`config.mk`:
```
export PLATFORM = sky130hd
export DESIGN_NAME = pixel_buf_ctrl
export DESIGN_NICKNAME = d
export VERILOG_FILES = /design/src/rtl/pixel_buf_pkg.sv /design/src/rtl/pixel_rd_fifo.sv /design/src/rtl/pixel_buf_ctrl.sv
export SDC_FILE = /design/constraint.sdc
export NUM_CORES = 1
export LEC_CHECK = 0
export CORE_MARGIN = 4
export CORE_UTILIZATION = 32
export DETAILED_ROUTE_END_ITERATION = 12
export SLEW_MARGIN = 20
export SYNTH_ARGS = -nofsm -noshare
export SYNTH_HDL_FRONTEND = slang
export SYNTH_SLANG_ARGS = --single-unit
```
`constraint.sdc`:
```
create_clock -name clk -period 5.7 [get_ports clk]
set_input_delay 1.71 -clock clk [delete_from_list [all_inputs] [get_ports clk]]
set_output_delay 1.71 -clock clk [all_outputs]
set_load 0.005 [all_outputs]
```
`src/rtl/pixel_buf_pkg.sv`:
```
// Shared sizes and types for the pixel buffer controller and its read FIFO.
package pixel_buf_pkg;
   localparam int PIX_DEPTH = 1024;
   localparam int PIX_AW    = 10;
   localparam int PIX_LANES = 3;
   localparam int PIX_PW    = 16;

   typedef logic [PIX_LANES*PIX_PW-1:0] pix_word_t;
   typedef logic [PIX_AW-1:0]           pix_addr_t;
endpackage

```
`src/rtl/pixel_rd_fifo.sv`:
```
// Two-entry FIFO with occupancy count; simultaneous push and pop keep order.
// The caller guarantees no push into a full FIFO unless it pops in the same cycle.
module pixel_rd_fifo
   import pixel_buf_pkg::*;
#(
   parameter int W = $bits(pix_word_t)
) (
   input  logic         clk,
   input  logic         rst_n,
   input  logic         push_i,
   input  logic         pop_i,
   input  logic [W-1:0] din_i,
   output logic [W-1:0] dout_o,
   output logic [1:0]   count_o
);
   logic [W-1:0] mem_q [2];
   logic         wr_ptr_q, rd_ptr_q;
   logic [1:0]   cnt_q, cnt_d;

   assign cnt_d   = cnt_q + {1'b0, push_i} - {1'b0, pop_i};
   assign dout_o  = mem_q[rd_ptr_q];
   assign count_o = cnt_q;

   // Pointer and count state.
   always_ff @(posedge clk or negedge rst_n) begin
      if (!rst_n) begin
         wr_ptr_q <= 1'b0;
         rd_ptr_q <= 1'b0;
         cnt_q    <= 2'd0;
      end else begin
         if (push_i) wr_ptr_q <= ~wr_ptr_q;
         if (pop_i)  rd_ptr_q <= ~rd_ptr_q;
         cnt_q <= cnt_d;
      end
   end

   // Data storage needs no reset; the count masks stale entries.
   always_ff @(posedge clk) begin
      if (push_i) mem_q[wr_ptr_q] <= din_i;
   end
endmodule

```
`src/rtl/pixel_buf_ctrl.sv`:
```
// Pixel SRAM initiator: port A writes a pixel stream lane by lane, port B serves
// word reads through a 2-entry FIFO. A and B are never equal while writing.
// Optional macro PIXEL_BUF_HAZARD_CNT_EN adds a saturating hazard_cnt output.
module pixel_buf_ctrl
   import pixel_buf_pkg::*;
#(
   parameter int DEPTH = PIX_DEPTH,
   parameter int AW    = PIX_AW,
   parameter int LANES = PIX_LANES,
   parameter int PW    = PIX_PW
) (
   input  logic                clk,
   input  logic                rst_n,
   input  logic                frame_start,
   input  logic                in_valid,
   output logic                in_ready,
   input  logic [PW-1:0]       in_data,
   input  logic                rd_req_valid,
   output logic                rd_req_ready,
   input  logic [AW-1:0]       rd_req_addr,
   output logic                rd_valid,
   input  logic                rd_ready,
   output logic [LANES*PW-1:0] rd_data,
   output logic [AW:0]         words_done,
   output logic                wr_wrap,
   output logic                OEA,
   output logic                OEB,
   output logic [LANES-1:0]    WEAN,
   output logic [LANES-1:0]    WEBN,
   output logic [AW-1:0]       A,
   output logic [AW-1:0]       B,
   output logic [LANES*PW-1:0] DIA,
   output logic [LANES*PW-1:0] DIB,
   input  logic [LANES*PW-1:0] DOB
`ifdef PIXEL_BUF_HAZARD_CNT_EN
   ,output logic [15:0]        hazard_cnt
`endif
);
   localparam int LPW = (LANES > 1) ? $clog2(LANES) : 1;

   logic [LPW-1:0] lane_ptr_q, lane_ptr_d;
   logic [AW-1:0]  wr_addr_q, wr_addr_d;
   logic [AW:0]    words_done_q, words_done_d;
   logic           wr_wrap_q, wr_wrap_d;
   logic [AW-1:0]  b_q, b_d;
   logic           outstanding_q;
   logic           wr_acc, word_end, addr_last;
   logic           hazard, rd_acc, pop;
   logic [1:0]     fifo_cnt;
   logic [2:0]     occ;

   // ---------------- write path ----------------
   assign in_ready  = ~frame_start;
   assign wr_acc    = in_valid & in_ready;
   assign word_end  = wr_acc & (lane_ptr_q == LPW'(LANES-1));
   assign addr_last = (wr_addr_q == AW'(DEPTH-1));

   assign A    = wr_addr_q;
   assign DIA  = {LANES{in_data}};
   assign WEAN = wr_acc ? ~(LANES'(1) << lane_ptr_q) : {LANES{1'b1}};
   assign OEA  = 1'b0;
   assign WEBN = {LANES{1'b1}};
   assign DIB  = '0;
   assign words_done = words_done_q;
   assign wr_wrap    = wr_wrap_q;

   // Next write position; frame_start abandons any partial word.
   always_comb begin
      lane_ptr_d   = lane_ptr_q;
      wr_addr_d    = wr_addr_q;
      words_done_d = words_done_q;
      wr_wrap_d    = word_end & addr_last;
      if (frame_start) begin
         lane_ptr_d   = '0;
         wr_addr_d    = '0;
         words_done_d = '0;
      end else if (word_end) begin
         lane_ptr_d = '0;
         wr_addr_d  = addr_last ? '0 : wr_addr_q + 1'b1;
         if (words_done_q < (AW+1)'(DEPTH)) words_done_d = words_done_q + 1'b1;
      end else if (wr_acc) begin
         lane_ptr_d = lane_ptr_q + 1'b1;
      end
   end

   // Write-side state.
   always_ff @(posedge clk or negedge rst_n) begin
      if (!rst_n) begin
         lane_ptr_q   <= '0;
         wr_addr_q    <= '0;
         words_done_q <= '0;
         wr_wrap_q    <= 1'b0;
      end else begin
         lane_ptr_q   <= lane_ptr_d;
         wr_addr_q    <= wr_addr_d;
         words_done_q <= words_done_d;
         wr_wrap_q    <= wr_wrap_d;
      end
   end

   // ---------------- read path ----------------
   // A pop in the current cycle frees its slot immediately so that a held
   // rd_ready sustains one word per cycle.
   assign pop          = rd_valid & rd_ready;
   assign occ          = 3'(fifo_cnt) + 3'(outstanding_q) - 3'(pop);
   assign hazard       = wr_acc & (rd_req_addr == wr_addr_q);
   assign rd_req_ready = (occ < 3'd2) & ~hazard;
   assign rd_acc       = rd_req_valid & rd_req_ready;
   assign rd_valid     = (fifo_cnt != 2'd0);
   assign OEB          = rd_acc;
   assign B            = b_d;

   // B follows an issued read; on a write-only cycle it moves off A.
   always_comb begin
      b_d = b_q;
      if (rd_acc)      b_d = rd_req_addr;
      else if (wr_acc) b_d = ~wr_addr_q;
   end

   // Read-issue state; reset drops any read in flight.
   always_ff @(posedge clk or negedge rst_n) begin
      if (!rst_n) begin
         b_q           <= '0;
         outstanding_q <= 1'b0;
      end else begin
         b_q           <= b_d;
         outstanding_q <= rd_acc;
      end
   end

   pixel_rd_fifo #(.W(LANES*PW)) u_fifo (
      .clk    (clk),
      .rst_n  (rst_n),
      .push_i (outstanding_q),
      .pop_i  (pop),
      .din_i  (DOB),
      .dout_o (rd_data),
      .count_o(fifo_cnt)
   );

`ifdef PIXEL_BUF_HAZARD_CNT_EN
   logic [15:0] hz_cnt_q;
   assign hazard_cnt = hz_cnt_q;

   // Saturating count of cycles where a valid read is stalled by a write.
   always_ff @(posedge clk or negedge rst_n) begin
      if (!rst_n)                                        hz_cnt_q <= '0;
      else if (frame_start)                              hz_cnt_q <= '0;
      else if (hazard & rd_req_valid & ~(&hz_cnt_q))     hz_cnt_q <= hz_cnt_q + 1'b1;
   end
`endif
endmodule

```
After elaboration in Yosys (flattened, before gate mapping)
Memory sizes are Yosys's and may differ from the RTL's.
Cells that the tools add are included.
{ "word_totals": {"n_memories": 1, "inputBits": 80, "ram_bits": 96, "output_inout_bits": 187, "regBits": 39} }
{ "mem_list": {"columns": ["name", "depth", "word_bits", "rd", "rd_ports_with_merged_regs", "write_ports", "line_no", "text"], "rows": [
  ["u_fifo.mem_q", 2, 48, 1, 0, 1, "pixel_rd_fifo.sv:16", "logic [W-1:0] mem_q [2];"]
]} }
{ "op_classes": {"mux": 14, "n_lt_le_gt_ge": 2, "eq_ne": 3, "n_bitwise": 13, "n_reduce_logical": 5, "shift": 1, "add_sub_neg": 7} }
{ "op_table": {"columns": ["operator", "n"], "rows": [
  ["10-bit 2-to-1 mux", 5],
  ["11-bit 2-to-1 mux", 3],
  ["11-bit by 1-bit adder with 11-bit output, second input constant", 1],
  ["11-bit < comparator, second input constant", 1],
  ["10-bit by 1-bit adder with 10-bit output, second input constant", 1],
  ["10-bit equality test", 1],
  ["10-bit equality test, second input constant", 1],
  ["10-bit inverter", 1],
  ["1-bit bitwise AND", 7],
  ["2-bit 2-to-1 mux", 3],
  ["2-bit nonzero test", 3],
  ["1-bit inverter", 4],
  ["2-bit by 1-bit adder with 3-bit output", 1],
  ["3-bit by 2-bit < comparator with 1-bit output, second input constant", 1],
  ["3-bit 2-to-1 mux", 1],
  ["3-bit inverter", 1],
  ["3-bit nonzero test", 1],
  ["1-bit by 2-bit left shift with 3-bit output, first input constant", 1],
  ["3-bit by 1-bit subtractor with 3-bit output", 1],
  ["2-bit by 1-bit adder with 2-bit output", 1],
  ["2-bit by 1-bit adder with 2-bit output, second input constant", 1],
  ["2-bit equality test, second input constant", 1],
  ["1-bit 2-to-1 mux", 2],
  ["2-bit AND reduction", 1],
  ["2-bit by 1-bit subtractor with 2-bit output", 1]
]} }

Logic depth before layout (Yosys ltp)
{ "logic_depth": {"depth_word": 7, "mapped_depth": 12, "mapped_depth_nobuf": 11} }

Hierarchy
Synthesis repeated with hierarchy kept, for this count alone.
{ "hier_totals": {"hier_cells": 465, "hier_area_um2": 6397.4} }
{ "modules_own_cells": {"columns": ["mod", "cells_each", "n_inst", "area_per_inst_um2", "seq_area_each_um2"], "rows": [
  ["pixel_rd_fifo", 162, 1, 3696.0, 2982.9],
  ["pixel_buf_ctrl", 303, 1, 2701.3, 875.8]
]} }

Worst setup path after synthesis
OpenSTA, ideal clock, no wires.
{ "synth_timing": {"path_type": "input to output", "start": "input rd_ready", "end": "output B[0]", "stages": 10, "t_arrival_ns": 3.498, "setup_slack_ns": 0.492, "path_cell_list": "and2_1 > ha_1 > inv_1 > ha_1 > fa_1 > xnor2_1 > nor2_1 > o211ai_2 > buf_6 > mux2_2"} }
{ "synth_via": {"elab_chain_len": 6} }
{ "synth_rtl": {"columns": ["item", "line_no", "text"], "rows": [
  ["start, declared", "pixel_buf_ctrl.sv:22", "input logic rd_ready,"],
  ["1-bit bitwise AND", "pixel_buf_ctrl.sv:104", "assign pop = rd_valid & rd_ready;"],
  ["3-bit by 1-bit subtractor with 3-bit output", "pixel_buf_ctrl.sv:105", "assign occ = 3'(fifo_cnt) + 3'(outstanding_q) - 3'(pop);"],
  ["3-bit by 2-bit < comparator with 1-bit output", "pixel_buf_ctrl.sv:107", "assign rd_req_ready = (occ < 3'd2) & ~hazard;"],
  ["1-bit bitwise AND", "pixel_buf_ctrl.sv:107", null],
  ["1-bit bitwise AND", "pixel_buf_ctrl.sv:108", "assign rd_acc = rd_req_valid & rd_req_ready;"],
  ["10-bit 2-to-1 mux", "pixel_buf_ctrl.sv:116", "if (rd_acc) b_d = rd_req_addr;"],
  ["end, declared", "pixel_buf_ctrl.sv:31", "output logic [AW-1:0] B,"]
]} }
Every way passes these cells.

Worst setup path after layout
{ "layout_timing": {"start": "input rd_ready", "end": "output B[2]"} }
{ "layout_via": {"elab_chain_len": 6} }
{ "layout_rtl": {"columns": ["item", "line_no", "text"], "rows": [
  ["1-bit bitwise AND", "pixel_buf_ctrl.sv:104", null],
  ["named net pop", "pixel_buf_ctrl.sv:48", "logic hazard, rd_acc, pop;"],
  ["3-bit by 1-bit subtractor with 3-bit output", "pixel_buf_ctrl.sv:105", null],
  ["named net occ[1]", "pixel_buf_ctrl.sv:50", "logic [2:0] occ;"],
  ["3-bit by 2-bit < comparator with 1-bit output", "pixel_buf_ctrl.sv:107", null],
  ["1-bit bitwise AND", "pixel_buf_ctrl.sv:107", null],
  ["1-bit bitwise AND", "pixel_buf_ctrl.sv:108", null],
  ["10-bit 2-to-1 mux", "pixel_buf_ctrl.sv:116", null]
]} }
The timed path passes the listed nets, and every way through them passes these cells.

==> flow_metrics.py <==
metrics = {
    "clock_tree": {
        "cts_sinks": 135,
        "cts_tree": "built",
        "clockBufferDepth": 2,
        "cts.htree.levels": 4,
        "cts_hold_buf": 0,
        "clkTransAtPathRegs_ns": 0.06,
        "clock_latency_ns": 0.41,
        "cts-buffers-inserted": 17,
        "clockRootBuffer": "clkbuf_16",
    },
    "die": {
        "io_pins": 267,
        "core_um2": 18900,
        "rows": 50,
        "die_y_um": 147,
        "die_w_um": 147,
        "die_area_um2": 21700,
        "start_util": 0.329,
    },
    "global_routing": {
        "grt-ovfl-total": 0,
        "grt_pass1_vias": 3988,
        "grt_util_all_layers": 0.128,
        "antenna_found_initial": 0,
        "grt_pass1_wl_mm": 21.9,
        "grt_max_degree": 49,
    },
    "outcome": {
        "status": "complete, no violations",
    },
    "setup_path": {
        "r2r_cells": 12,
        "crit_slowest_cell": "fa_2",
        "cp-start-kind": "input port",
        "end_kind": "primary output",
        "cp_top_family": "adder cells",
        "worstPathArrival_ns": 3.89,
        "path_max_fanout": 5,
        "cp_data_required_time_ns": 3.99,
        "reg2reg_slack_ns": 3.04,
        "slowest_delay_ns": 0.54,
        "worstPathCellList": "clkdlybuf4s15_1 > and2_4 > ha_4 > inv_2 > ha_4 > fa_2 > nor2_2 > buf_6 > o211ai_4 > buf_6 > mux2_4 > buf_2",
        "worstReg2RegStart": "u_fifo.count_o[1]$_DFF_PN0_",
        "crit_buf_inv": 5,
        "r2r-end": "b_q[3]$_DFF_PN0_",
        "critPathKind": "in -> out",
    },
    "routing": {
        "vias": 3642,
        "antenna_left": 0,
        "drcViolationCount": 0,
        "wire_per_inst_um": 16.2,
        "viasPerCell": 4.26,
        "first_pass_iters": 4,
        "drt_iter0_drc": 152,
        "wl_mm": 13.9,
    },
    "hold_path": {
        "hp-class": "reg -> reg",
        "hold_depth": 1,
        "hp-start": "u_fifo.wr_ptr_q$_DFFE_PN0P_",
        "hold_end": "u_fifo.wr_ptr_q$_DFFE_PN0P_",
    },
    "yosys": {
        "netlist_instances": 453,
        "synth-edff-count": 96,
        "synth_seq_cells": 135,
        "ys_types": 37,
        "ys.flop_type": "edfxtp_1",
        "avgSynthCellArea_um2": 13.7,
        "yosysWarnings": 0,
        "ys_async_sr_fraction": 0.289,
        "netlist_area_um2": 6220,
        "ys_seq_area_frac": 0.621,
    },
    "layout": {
        "diodes": 0,
        "drive_above_1_share": 0.220,
        "fin_nets": 667,
        "fin_util": 0.441,
        "area_delta_synth_final_pct": 33.9,
    },
    "placement": {
        "hpwl_mm": 9.34,
        "port_buffers": 150,
        "gp_congestion": 0.803,
    },
    "pwr": {
        "p_per_area_nw_per_um2": 422,
        "leakage_nw": 3.21,
        "ir_worst_vdd_mv": 0.230,
        "p_total_w": 0.00351,
    },
    "timing": {
        "fmax_mhz": 179,
        "period_needed_ns": 5.60,
        "setup_violations": 0,
        "slew_viol_final": 0,
        "grt_setup_unrepaired": "no",
        "hold_viol_final": 0,
        "slew_headroom": 0.392,
        "skew_ns": 0.00679,
        "min_period_over_period": 0.982,
        "worst_slew_pin_slew_ns": 0.912,
    },
    "flow_run": {
        "maxCapViolCount": 0,
    },
}
==> per-layer routing <==
metal | GRT usage | part of all wire | up-vias | wire, µm
met3 | 0.0540 | 0.082 | 16 | 1150
met2 | 0.209 | 0.48 | 157 | 6700
met5 | 0 | 0 | - | 0
li1 | - | - | 1698 | -
met4 | 0.0452 | 0.015 | 0 | 203
met1 | 0.153 | 0.42 | 1771 | 5840
==> repair_timing <==
action / CTS / global route
pin swaps: 5 / 4
setup endpoints to repair: 12 / 12
gates cloned: 1 / 0
buffers inserted: 9 / 1
resized for setup: 67 / 1
hold endpoints to repair: 0 / 0
==> cells in the final DEF, fill, tap and decap left out, drive strengths merged, types with 5 or more instances in the layout <==
master,instances
nand4,6
nor2,22
o21ai,17
xnor2,7
buf,27
inv,12
xor2,21
nand3,9
dfrtp,39
mux2,58
clkbuf,18
nand2,24
edfxtp,96
clkdlybuf4s50,137
clkdlybuf4s15,5
conb,52
==> flip-flops by register name, indices dropped and copies added, names as in the netlist <==
signal / flops
words_done: 11
u_fifo.rd_ptr_q: 1
outstanding_q: 1
A: 10
lane_ptr_q: 2
u_fifo.mem_q: 96
wr_wrap: 1
u_fifo.count_o: 2
b_q: 10
u_fifo.wr_ptr_q: 1
==> per-stage QoR <==
stage / std cells / cell area (µm²) / setup TNS (ns) / hold slack [ns] / setup WS [ns]
finish: 855 / 8330 / 0 / 0.543 / 0.103
global route: 855 / 8330 / 0 / 0.562 / 0.0164
CTS: 854 / 8320 / 0 / 0.550 / 0.000645
detailed placement: 812 / 7510 / -6.44 / 0.518 / -0.600
global placement: 812 / 7510 / -6.28 / 0.510 / -0.574
floorplan: 503 / 6410 / 0 / 0.455 / 0.492
==> Yosys cell counts, types with 2 or more instances <==
library cell / instances / area (µm²)
nand4_1: 6 / 37.5
o21a_1: 2 / 15.0
mux2i_1: 2 / 20.0
edfxtp_1: 96 / 2880
nand3_1: 9 / 45.0
xor2_1: 21 / 184
dfrtp_1: 39 / 976
ha_1: 4 / 50.1
inv_1: 8 / 30.0
nand2_1: 24 / 90.1
and2_1: 4 / 25.0
conb_1: 2 / 7.51
buf_2: 2 / 10.0
xnor2_1: 7 / 61.3
a21oi_1: 3 / 15.0
buf_1: 3 / 11.3
nand3b_1: 2 / 15.0
nor2_1: 22 / 82.6
buf_4: 100 / 751
nor4_1: 2 / 12.5
o21ai_0: 16 / 80.1
mux2_2: 58 / 653
clkbuf_1: 4 / 15.0
and3_1: 4 / 25.0
==> layout make-up <==
cell class                 instances  area (µm²)
timing repair buffer             169        1650
tap                              260         325
fill                            1770       10600
sequential                       135        3860
multi-input combinational        250        1830
inverter                           9        33.8
clock inverter                    14         198
clock buffer                      18         429
==> kinds of logic (layout without fill, tap and decap cells) <==
group                    after synthesis  in the layout  share of synthesized area
AND/OR/NAND/NOR                       81             81                     0.0650
flip-flops                           135            135                      0.621
XOR/XNOR                              28             28                     0.0394
other                                  2             52                    0.00121
buffers and inverters                119            210                      0.134
adder cells (fa/ha/maj)                5              5                     0.0113
multiplexers                          60             60                      0.108
AO/OA/AOI/OAI                         23             24                     0.0205
==> where the power goes <==
part | internal (W) | switching, W | total [W]
registers | 0.00120 | 0.0000942 | 0.00130
logic | 0.000667 | 0.000395 | 0.00106
clock network | 0.000737 | 0.000419 | 0.00116
==> worst max path at each step <==
stage / startpoint / endpoint / slack, ns / cells after the start
final: rd_ready / B[2] / 0.10 / 12
after detailed placement: rd_ready / B[0] / -0.60 / 11
after floorplan: rd_ready / B[0] / 0.49 / 10
after global routing: rd_ready / B[5] / 0.02 / 13
after global placement: rd_ready / B[3] / -0.57 / 11
after CTS: rd_ready / B[3] / 0.0006 / 13
==> worst register-to-register path, cell delays in order, from the launching register on <==
cell      delay, ns
dfrtp_1        0.41
inv_1          0.12
nand2_1        0.09
and2_4         0.18
ha_4           0.26
inv_2          0.04
ha_4           0.14
fa_2           0.54
nor2_2         0.05
buf_6          0.13
o211ai_4       0.14
buf_6          0.16
mux2_4         0.30
No activity file was read; power rests on OpenSTA's default activity.
